$ cat config.mk
export PLATFORM = sky130hd
export DESIGN_NAME = screen_arbiter
export DESIGN_NICKNAME = d
export VERILOG_FILES = /design/src/rtl/screen_arbiter.sv
export SDC_FILE = /design/constraint.sdc
export NUM_CORES = 1
export LEC_CHECK = 0
export CORE_ASPECT_RATIO = 2
export CORE_MARGIN = 1.5
export CORE_UTILIZATION = 40
export DETAILED_ROUTE_END_ITERATION = 12
export PLACE_DENSITY = 0.83
export SLEW_MARGIN = 20
export SYNTH_ARGS = -nofsm -noshare
export SYNTH_HDL_FRONTEND = slang
export SYNTH_SLANG_ARGS = --single-unit
$ cat constraint.sdc
create_clock -name clock -period 4.1 [get_ports clock]
set_clock_uncertainty 0.15 [all_clocks]
set_input_delay 0.82 -clock clock [delete_from_list [all_inputs] [get_ports clock]]
set_output_delay 0.82 -clock clock [all_outputs]
set_load 0.03 [all_outputs]
$ cat src/rtl/screen_arbiter.sv
// Round-robin arbiter that lends an 8-digit numeric screen to one of four requesters
// for a fixed dwell time, mirroring the owner's digit data onto the screen.
module screen_arbiter #(
  parameter int unsigned DWELL = 100000000
) (
  input  logic                  clock,
  input  logic                  rst,
  input  logic [3:0]            req,
  input  logic [3:0][7:0]       req_en,
  input  logic [3:0][7:0][3:0]  req_display,
  input  logic [3:0][7:0]       req_dots,
  output logic [3:0]            grant,
  output logic [3:0]            done,
  output logic                  busy,
  output logic [7:0]            scr_en,
  output logic [7:0][3:0]       scr_display,
  output logic [7:0]            scr_dots
);

  localparam int unsigned      CntW    = $clog2(DWELL);
  localparam logic [CntW-1:0]  CntLoad = CntW'(DWELL - 1);

  typedef enum logic {
    StIdle,
    StShow
  } state_e;

  state_e              state_q, state_d;
  logic [CntW-1:0]     cnt_q, cnt_d;
  logic [1:0]          last_q, last_d;
  logic [3:0]          grant_q, grant_d;
  logic [3:0]          done_q, done_d;
  logic [7:0]          scr_en_q, scr_en_d;
  logic [7:0][3:0]     scr_display_q, scr_display_d;
  logic [7:0]          scr_dots_q, scr_dots_d;

  logic                rearb;
  logic                win_valid;
  logic [1:0]          win;
  logic [1:0]          idx;

  // Search starts one past the last grant; i == 4 wraps back onto last itself.
  always_comb begin
    win_valid = 1'b0;
    win       = last_q;
    idx       = last_q;
    for (int i = 1; i <= 4; i++) begin
      idx = last_q + 2'(i);
      if (!win_valid && req[idx]) begin
        win_valid = 1'b1;
        win       = idx;
      end
    end
  end

  always_comb begin
    state_d = state_q;
    cnt_d   = cnt_q;
    last_d  = last_q;
    grant_d = grant_q;
    done_d  = '0;
    rearb   = 1'b0;

    case (state_q)
      StIdle: begin
        rearb = |req;
      end
      StShow: begin
        if (!req[last_q]) begin
          // Owner withdrew: abort without a done pulse, even on the final cycle.
          rearb = 1'b1;
        end else if (cnt_q == '0) begin
          done_d[last_q] = 1'b1;
          rearb          = 1'b1;
        end else begin
          cnt_d = cnt_q - CntW'(1);
        end
      end
      default: begin
        state_d = StIdle;
      end
    endcase

    if (rearb) begin
      if (win_valid) begin
        state_d = StShow;
        last_d  = win;
        grant_d = 4'b0001 << win;
        cnt_d   = CntLoad;
      end else begin
        state_d = StIdle;
        grant_d = '0;
        cnt_d   = '0;
      end
    end
  end

  // Screen follows whoever owns it after this edge; blank when going idle.
  always_comb begin
    scr_en_d      = '0;
    scr_display_d = '0;
    scr_dots_d    = '0;
    if (state_d == StShow) begin
      scr_en_d      = req_en[last_d];
      scr_display_d = req_display[last_d];
      scr_dots_d    = req_dots[last_d];
    end
  end

  always_ff @(posedge clock or negedge rst) begin
    if (!rst) begin
      state_q       <= StIdle;
      cnt_q         <= '0;
      last_q        <= 2'd3;
      grant_q       <= '0;
      done_q        <= '0;
      scr_en_q      <= '0;
      scr_display_q <= '0;
      scr_dots_q    <= '0;
    end else begin
      state_q       <= state_d;
      cnt_q         <= cnt_d;
      last_q        <= last_d;
      grant_q       <= grant_d;
      done_q        <= done_d;
      scr_en_q      <= scr_en_d;
      scr_display_q <= scr_display_d;
      scr_dots_q    <= scr_dots_d;
    end
  end

  assign grant       = grant_q;
  assign done        = done_q;
  assign busy        = (state_q == StShow);
  assign scr_en      = scr_en_q;
  assign scr_display = scr_display_q;
  assign scr_dots    = scr_dots_q;

endmodule

==> flow_metrics.py, run 1 <==
metrics = {
    "power_and_ir_drop": {
        "p_seq_share_pct": 22.8,
        "ir_drop_v": 0.000423,
        "clock_power_share_pct": 14.1,
        "power.density_nw_per_um2": 812,
        "power_leakage_nw": 3.40,
        "p_switching_w": 0.00274,
        "p_sw_share_pct": 42.9,
        "pwr-share-comb_pct": 63.1,
        "intPower_w": 0.00365,
    },
    "cells_and_area": {
        "finalNetCount": 909,
        "seq_area_sq_um": 2150,
        "layout-drive-gt1-share_pct": 8.16,
        "antenna_cells": 0,
        "fin_area_sq_um": 7870,
        "syn2layout_area_growth_pct": 62.9,
        "fill_cells": 933,
        "multi_input_area_sq_um": 2430,
    },
    "yosys": {
        "yosysWarnings": 0,
        "ys_ff_latch": 86,
        "ys_async_sr_fraction_pct": 100,
        "ys_types": 56,
        "synthFlopType": "dfrtp_1",
        "netlist_instances": 455,
        "ys_top_cells_by_area": "dfrtp_1 44%, mux2i_1 20%, o22ai_1 5.1%, o21ai_0 3.5%, o22ai_2 2.6%",
        "syn-num-nets": 658,
        "yosysSeqAreaShare_pct": 44.6,
        "yosysTopAreaCellShare_pct": 43.5,
        "synth-edff-count": 0,
        "yosysTopAreaCell": "dfrtp_1",
        "synth_area_sq_um": 4830,
        "avgSynthCellArea_sq_um": 10.6,
    },
    "placed_design": {
        "place_area_sq_um": 7530,
        "io_buffers": 254,
        "place_hpwl_mm": 12.9,
        "place_congestion": 0.845,
    },
    "worst_setup_path": {
        "crit_path_max_fanout": 37,
        "slowest_delay_ps": 550,
        "critPathLaunchType": "input pin",
        "critPathTopFamily": "buffers and inverters",
        "crit_path_end_kind": "flip-flop",
        "path_cells": "clkdlybuf4s50_1 -> mux4_2 -> nand2_1 -> a41o_1 -> nand2_2 -> a22oi_2 -> buf_12 -> buf_12 -> mux2i_1 -> o22ai_1",
        "crit_type": "in2reg",
        "crit_buf_inv": 3,
        "critPathArrivalTime_ps": 3670,
        "crit_top_cell": "buf_12",
        "slowest_stage": "clkdlybuf4s50_1",
        "critPathRequiredTime_ps": 4160,
    },
    "sta": {
        "hold_viol_final": 0,
        "period_share_pct": 87.9,
        "slew_headroom_pct": 48.6,
        "fin_setup_tns_ps": 0,
        "whs_ps": 335,
        "rsz0062_at_grt": "false",
        "drv_slew": 0,
        "fmax_ghz": 0.277,
        "setup_viol": 0,
        "min_period_ps": 3610,
        "worst_pin_slew_ps": 771,
    },
    "floorplanning": {
        "die-area_sq_um": 12800,
        "die_y_um": 158,
        "fp.dieW_um": 80.7,
        "start_util_pct": 41.0,
        "core_sq_um": 11800,
        "rows": 56,
        "top_level_ports": 255,
    },
    "detailed_routing": {
        "ant_nets": 0,
        "drc": 0,
        "vias": 4805,
        "viasPerCell": 5.61,
        "routed_wl_mm": 16.3,
        "post_drt_wl_per_cell_um": 19.0,
        "drt_iter0_drc": 413,
        "firstDrtPassIters": 7,
    },
    "clocking": {
        "clock_latency_ps": 340,
        "cts_resized": 0,
        "cts_buffers": 9,
        "holdBufCountCts": 0,
        "post-cts-setup-buffers": 0,
        "clockBufferDepth": 2,
        "cts_sinks": 86,
        "clk_pin_slew_ps": 60,
        "htree_levels": 3,
        "clockRootBuffer": "clkbuf_16",
        "cts_tree": "done",
    },
    "global_route": {
        "grt_pass1_wl_mm": 24.7,
        "grt_pass1_vias": 4949,
        "antenna_found_initial": 0,
        "grt_usage_pct": 25.7,
        "grt_max_degree": 87,
        "overflow": 0,
    },
    "min_path": {
        "hp-class": "reg2reg",
    },
    "run": {
        "timing.max_cap.violations": 0,
    },
    "run_status": {
        "outcome": "finished, final reports clean",
    },
}
-- area by class of cell --
| class | count | share of cell area, % |
|---|---|---|
| clock inverters | 5 | 1.03 |
| flip-flops and latches | 86 | 27.4 |
| inverters | 11 | 0.525 |
| clock buffers | 11 | 3.21 |
| repair buffers | 270 | 34.7 |
| well taps | 145 | 2.31 |
| multi-input cells | 328 | 30.9 |
-- final timing paths --
| kind | start | end | slack (ps) | cells after the start |
|---|---|---|---|---|
| hold / removal | grant[1] | grant[1] | 340 | 2 |
| setup reg to reg | cnt_q[0] | scr_display[6] | 850 | 12 |
| setup / recovery | req[2] | scr_display[6] | 490 | 10 |
| hold reg to reg | grant[1] | grant[1] | 340 | 2 |
| min in group asynchronous | rst | done[0] | 380 | 1 |
| max in group asynchronous | rst | cnt_q[12] | 2890 | 1 |
-- metrics by stage --
step	utilization (%)	power, W	setup WS [ps]	cells
3_5_place_dp	64.0	0.00548	215	840
5_1_grt	66.8	0.00673	361	856
6_report	66.8	0.00639	495	856
3_3_place_gp	64.0	0.00532	373	840
4_1_cts	66.8	0.00639	565	856
2_1_floorplan	-	0.00422	1140	455
-- routing by layer --
layer	track usage [%]	vias up	wire, um
met2	46.4	282	9010
met1	27.4	2258	5460
met4	13.1	0	769
li1	-	2205	-
met3	5.50	60	1060
met5	0	-	0
-- cell usage after synthesis (3+ instances only) --
| library cell | count |
|---|---|
| mux2i_1 | 96 |
| dfrtp_1 | 84 |
| o22ai_1 | 39 |
| o21ai_0 | 34 |
| nand2_1 | 29 |
| a21oi_1 | 18 |
| nor2_1 | 18 |
| buf_4 | 11 |
| inv_1 | 10 |
| o22ai_2 | 10 |
| clkbuf_1 | 9 |
| nor3_1 | 9 |
| nand3_1 | 7 |
| and2_1 | 5 |
| buf_2 | 5 |
| ha_1 | 5 |
| nor4_1 | 5 |
| buf_8 | 4 |
| nand2b_1 | 4 |
| or3_1 | 4 |
| a221o_1 | 3 |
| o31ai_1 | 3 |
-- worst reg2reg max path: cells and delay by family, from the launching register on --
family / cells / cell delay, ps
multiplexers: 1 / 270
AO/OA/AOI/OAI: 3 / 710
AND/OR/NAND/NOR: 3 / 650
buffers and inverters: 4 / 740
adder cells (fa/ha/maj): 1 / 190
flip-flops: 1 / 420
-- power by group through the flow --
stage / logic [W] / clock network [W] / registers, W
floorplan: 0.00230 / 0 / 0.00191
global placement: 0.00388 / 0 / 0.00144
detailed placement: 0.00402 / 0 / 0.00146
CTS: 0.00403 / 0.000913 / 0.00145
global route: 0.00429 / 0.000946 / 0.00150
finish: 0.00403 / 0.000902 / 0.00146
-- state kept, by name, indices dropped and copies added (netlist names) --
name         flops
scr_display     32
cnt_q           27
scr_dots         8
scr_en           8
done             4
grant            4
last_q           2
busy             1
-- kinds of logic (layout without fill, tap and decap cells) --
group	count (synthesis)	in the layout	synth area share, %
fa+ha+maj	5	5	1.30
simple gates	95	95	10.2
mux	98	98	20.6
compound gates	130	130	18.1
flops	86	86	44.6
buf+inv	41	297	5.26
-- layout by cell type (no fill, tap or decap), types with 3 or more instances in the layout --
cell and instances:
clkbuf_16 9, o31ai_1 3, dfrtp_1 84, o21ai_0 34, clkdlybuf4s50_1 253, buf_12 5, nand2_1 28, a221o_1 3
nand2b_1 4, nor4_1 5, o22ai_1 39, nor3_1 9, inv_1 10, buf_4 11, ha_1 5, mux2i_1 96
nand3_1 7, and2_1 5, a21oi_1 18, or3_1 4, nor2_1 18, o22ai_2 10
Note: power is estimated with default switching activity, not from simulation.
==> run 2: changes to the inputs <==
--- a/config.mk
+++ b/config.mk
@@ -5,11 +5,13 @@
 export SDC_FILE = /design/constraint.sdc
 export NUM_CORES = 1
 export LEC_CHECK = 0
+export ABC_CLOCK_PERIOD_IN_PS = 4100
 export CORE_ASPECT_RATIO = 2
 export CORE_MARGIN = 1.5
-export CORE_UTILIZATION = 40
+export CORE_UTILIZATION = 45
 export DETAILED_ROUTE_END_ITERATION = 12
-export PLACE_DENSITY = 0.83
+export DONT_BUFFER_PORTS = 1
+export PLACE_DENSITY = 0.62
 export SLEW_MARGIN = 20
 export SYNTH_ARGS = -nofsm -noshare
 export SYNTH_HDL_FRONTEND = slang
==> flow_metrics.py, run 2 (synthesis results as in run 1) <==
metrics = {
    "detailed_routing": {
        "ant_nets": 0,
        "vias": 3695,
        "firstDrtPassIters": 4,
        "post_drt_wl_per_cell_um": 22.3,
        "drc": 0,
        "routed_wl_mm": 13.1,
        "viasPerCell": 6.28,
        "drt_iter0_drc": 350,
    },
    "floorplanning": {
        "rows": 53,
        "die-area_sq_um": 11400,
        "core_sq_um": 10500,
        "fp.dieW_um": 76.3,
        "top_level_ports": 255,
        "die_y_um": 150,
        "start_util_pct": 46.1,
    },
    "sta": {
        "min_period_ps": 3320,
        "whs_ps": 24.8,
        "slew_headroom_pct": 48.5,
        "worst_pin_slew_ps": 770,
        "fmax_ghz": 0.301,
        "rsz0062_at_grt": "false",
        "setup_viol": 0,
        "hold_viol_final": 0,
        "period_share_pct": 81.1,
        "fin_setup_tns_ps": 0,
        "drv_slew": 0,
    },
    "cells_and_area": {
        "largest_register_ffs": 32,
        "finalNetCount": 648,
        "final_common_cell": "mux2i_1",
        "final_cell_mix": "96 x mux2i_1, 84 x dfrtp_1, 39 x o22ai_1",
        "syn2layout_area_growth_pct": 6.97,
        "layout-drive-gt1-share_pct": 10.9,
    },
    "clocking": {
        "post-cts-setup-buffers": 0,
        "cts_tree": "done",
        "clockRootBuffer": "clkbuf_16",
        "cts_sinks": 86,
        "clock_latency_ps": 340,
        "clockBufferDepth": 2,
        "holdBufCountCts": 0,
        "clk_pin_slew_ps": 60,
        "htree_levels": 3,
        "cts_buffers": 9,
        "cts_resized": 0,
    },
    "power_and_ir_drop": {
        "power_leakage_nw": 2.33,
        "ir_drop_v": 0.000562,
        "power.density_nw_per_um2": 1030,
    },
    "min_path": {
        "hp-class": "in2async",
    },
    "global_route": {
        "antenna_found_initial": 1,
        "grt_pass1_vias": 3614,
        "overflow": 0,
        "grt_pass1_wl_mm": 19.5,
        "grt_max_degree": 98,
        "grt_usage_pct": 22.4,
    },
    "run_status": {
        "outcome": "finished, final reports clean",
    },
    "worst_setup_path": {
        "crit_path_end_kind": "flip-flop",
        "crit_path_max_fanout": 97,
        "crit_type": "reg2reg",
        "critPathArrivalTime_ps": 3370,
        "critPathRequiredTime_ps": 4150,
        "critPathLaunchType": "flip-flop",
    },
    "run": {
        "timing.max_cap.violations": 0,
    },
    "placed_design": {
        "io_buffers": 0,
        "place_congestion": 0.875,
        "place_hpwl_mm": 9.90,
    },
}
## run 2: cell types whose count changed in the layout (fill, tap and decap cells not counted), moves of 2 or more
cell and delta:
clkbuf_8 -2, inv_6 +2, buf_4 -4, bufinv_16 -2, clkdlybuf4s50_1 -253, buf_12 -3
## run 2: layout make-up
cell class | instances | area (sq um)
well taps | 137 | 171
multi-input cells | 328 | 2430
clock buffers | 10 | 229
flip-flops and latches | 86 | 2150
inverters | 11 | 41.3
diodes | 1 | 2.50
clock inverters | 6 | 46.3
repair buffers | 9 | 92.6
fillers | 1008 | 5310
## run 2: worst paths after layout
check                           from   endpoint  slack (ps)  cells after the start
setup / recovery           last_q[0]  scr_en[1]         780                      8
hold / removal                   rst    done[3]          20                      0
setup reg to reg           last_q[0]  scr_en[1]         780                      8
hold reg to reg            cnt_q[26]  cnt_q[26]         370                      2
max in group asynchronous        rst  last_q[1]        3550                      0
min in group clock         cnt_q[26]  cnt_q[26]         370                      2
## run 2: metrics by stage
| stage | setup WS (ps) | instances | util (%) | power (W) | cell area, sq um |
|---|---|---|---|---|---|
| 3_3_place_gp | 784 | 571 | 46.7 | 0.00447 | 4890 |
| 6_report | 776 | 588 | 49.3 | 0.00531 | 5170 |
| 5_1_grt | 571 | 588 | 49.3 | 0.00565 | 5170 |
| 4_1_cts | 773 | 587 | 49.3 | 0.00534 | 5160 |
| 2_1_floorplan | 1140 | 455 | - | 0.00422 | 4830 |
| 3_5_place_dp | 686 | 571 | 46.7 | 0.00457 | 4890 |
## run 2: power by group
| part | internal, W | total, W | switching [W] | leakage (nW) |
|---|---|---|---|---|
| logic | 0.00112 | 0.00250 | 0.00139 | 1.17 |
| registers | 0.00124 | 0.00205 | 0.000806 | 1.04 |
| clock network | 0.000415 | 0.000759 | 0.000344 | 0.129 |
| total | 0.00277 | 0.00531 | 0.00254 | 2.33 |
## run 2: critical path, cell delays in order, from the launching register on
cell,delay [ps]
dfstp_2,660
mux4_2,550
nand2_1,190
a41o_1,170
nand2_2,160
a22oi_2,280
buf_12,500
mux2i_1,360
o22ai_1,110
## run 2: layer usage
layer / vias to the layer above / wire (um) / share of wire, % / track usage, %
li1: 1697 / - / - / -
met2: 183 / 7090 / 54 / 39.4
met4: 0 / 278 / 2.1 / 8.33
met5: - / 0 / 0 / 0
met1: 1800 / 4950 / 38 / 26.7
met3: 15 / 785 / 6.0 / 4.76
==> run 3: changes to the inputs <==
--- a/config.mk
+++ b/config.mk
@@ -5,13 +5,13 @@
 export SDC_FILE = /design/constraint.sdc
 export NUM_CORES = 1
 export LEC_CHECK = 0
-export ABC_CLOCK_PERIOD_IN_PS = 4100
+export ABC_CLOCK_PERIOD_IN_PS = 2900
 export CORE_ASPECT_RATIO = 2
 export CORE_MARGIN = 1.5
 export CORE_UTILIZATION = 45
 export DETAILED_ROUTE_END_ITERATION = 12
 export DONT_BUFFER_PORTS = 1
-export PLACE_DENSITY = 0.62
+export PLACE_DENSITY = 0.64
 export SLEW_MARGIN = 20
 export SYNTH_ARGS = -nofsm -noshare
 export SYNTH_HDL_FRONTEND = slang
==> constraint.sdc (replaced) <==
create_clock -name clock -period 2.9 [get_ports clock]
set_clock_uncertainty 0.15 [all_clocks]
set_input_delay 0.58 -clock clock [delete_from_list [all_inputs] [get_ports clock]]
set_output_delay 0.58 -clock clock [all_outputs]
set_load 0.03 [all_outputs]
==> flow_metrics.py, run 3 (synthesis results as in run 1) <==
metrics = {
    "sta": {
        "fmax_ghz": 0.359,
        "setup_viol": 0,
        "worst_pin_slew_ps": 593,
        "drv_slew": 0,
        "period_share_pct": 96.1,
        "min_period_ps": 2790,
        "rsz0062_at_grt": "false",
        "whs_ps": 286,
        "slew_headroom_pct": 60.5,
        "hold_viol_final": 0,
    },
    "cells_and_area": {
        "layout-drive-gt1-share_pct": 21.5,
        "syn2layout_area_growth_pct": 20.3,
        "finalNetCount": 695,
        "final_cell_mix": "92 x mux2i_1, 84 x dfrtp_1, 45 x buf_4",
        "seq_area_sq_um": 2150,
        "fill_cells": 950,
        "largest_register_ffs": 32,
        "fin_area_sq_um": 5810,
        "final_common_cell": "mux2i_1",
        "multi_input_area_sq_um": 2520,
    },
    "global_route": {
        "grt_usage_pct": 23.6,
        "grt_pass1_wl_mm": 20.4,
        "grt_max_degree": 87,
        "overflow": 0,
        "antenna_found_initial": 1,
        "grt_pass1_vias": 3847,
    },
    "clocking": {
        "clockBufferDepth": 2,
        "clock_latency_ps": 340,
        "clockRootBuffer": "clkbuf_16",
        "htree_levels": 3,
        "clk_pin_slew_ps": 60,
        "cts_sinks": 86,
        "cts_tree": "done",
        "cts_buffers": 9,
    },
    "detailed_routing": {
        "drc": 0,
        "ant_nets": 0,
        "post_drt_wl_per_cell_um": 22.3,
        "routed_wl_mm": 14.1,
        "drt_iter0_drc": 346,
        "vias": 3969,
        "viasPerCell": 6.25,
        "firstDrtPassIters": 5,
    },
    "floorplanning": {
        "die-area_sq_um": 11400,
        "rows": 53,
        "fp.dieW_um": 76.3,
        "top_level_ports": 255,
        "core_sq_um": 10500,
        "die_y_um": 150,
        "start_util_pct": 46.1,
    },
    "worst_setup_path": {
        "crit_type": "reg2reg",
        "r2r_start": "last_q[0]",
        "crit_start": "last_q[0]",
        "path_cells": "inv_1 -> ha_4 -> o21ai_0 -> a211o_1 -> o21a_1 -> a22oi_2 -> buf_6 -> bufbuf_16 -> mux2i_1 -> o22ai_2",
        "critPathRequiredTime_ps": 2970,
        "slowest_delay_ps": 560,
        "ff2ff_setup_slack_ps": 110,
        "crit_path_end_kind": "flip-flop",
        "critPathLaunchType": "flip-flop",
        "slowest_stage": "dfstp_2",
        "critPathArrivalTime_ps": 2850,
        "crit_path_max_fanout": 12,
    },
    "power_and_ir_drop": {
        "ir_drop_v": 0.00122,
        "power.density_nw_per_um2": 1530,
        "power_leakage_nw": 2.67,
    },
    "placed_design": {
        "io_buffers": 0,
        "place_area_sq_um": 5160,
        "place_congestion": 0.926,
        "place_hpwl_mm": 10.4,
    },
    "min_path": {
        "hp-class": "in2reg",
        "holdCritStartpoint": "req_display[55]",
    },
    "run_status": {
        "outcome": "finished, final reports clean",
    },
    "run": {
        "timing.max_cap.violations": 0,
    },
}
==> run 3: path summary, 6_finish.rpt <==
kind,end,cells past startpoint
max reg2reg,scr_display[22],10
max in group asynchronous,scr_display[2],2
min,scr_display[23],2
min in group asynchronous,done[1],2
max,scr_display[22],10
min reg2reg,cnt_q[21],2
==> run 3: stage by stage <==
step	power [W]	utilization, %	std cells	TNS (ps)	worst slack (ps)
after floorplan	0.00596	-	455	0	62.8
after global placement	0.00669	49.3	605	-53.7	-48.2
after detailed placement	0.00684	49.3	605	-710	-103
after CTS	0.00857	53.8	625	0	2.88
after global routing	0.00936	55.5	635	0	22.0
final	0.00888	55.5	635	0	113
==> run 3: metal layers <==
| metal | routed length (um) | vias to the layer above | GRT usage (%) |
|---|---|---|---|
| met1 | 5230 | 1950 | 27.1 |
| met5 | 0 | - | 0 |
| met3 | 800 | 30 | 4.39 |
| li1 | - | 1787 | - |
| met2 | 7630 | 202 | 42.3 |
| met4 | 476 | 0 | 10.7 |
==> run 3: repair_timing <==
item                                   in CTS  in global routing
endpoints found under the hold margin      86                  1
hold buffers                                1                  1
pin swaps                                   1                  2
setup buffers                               1                  6
gates cloned                                2                  2
setup endpoints to repair                  29                 48
resized for setup                           1                 17
==> run 3: critical path: cells and delay by family, from the launching register on <==
kind / cells / cell delay, ps
buf+inv: 3 / 540
mux: 1 / 240
compound gates: 5 / 870
flops: 1 / 560
fa+ha+maj: 1 / 290
==> run 3: cell type report <==
| cell class | instances | share of cell area (%) |
|---|---|---|
| Multi-Input combinational cell | 329 | 43.3 |
| Sequential cell | 86 | 37.1 |
| Timing Repair Buffer | 55 | 9.47 |
| Clock buffer | 10 | 4.11 |
| Tap cell | 137 | 2.95 |
| Clock inverter | 6 | 2.28 |
| Inverter | 11 | 0.711 |
| Antenna cell | 1 | 0.0431 |
==> run 3: where the power goes <==
group          leakage, nW  switching [W]  internal [W]
sequential            1.04        0.00112       0.00175
combinational         1.45        0.00228       0.00230
clock                0.179       0.000480      0.000951
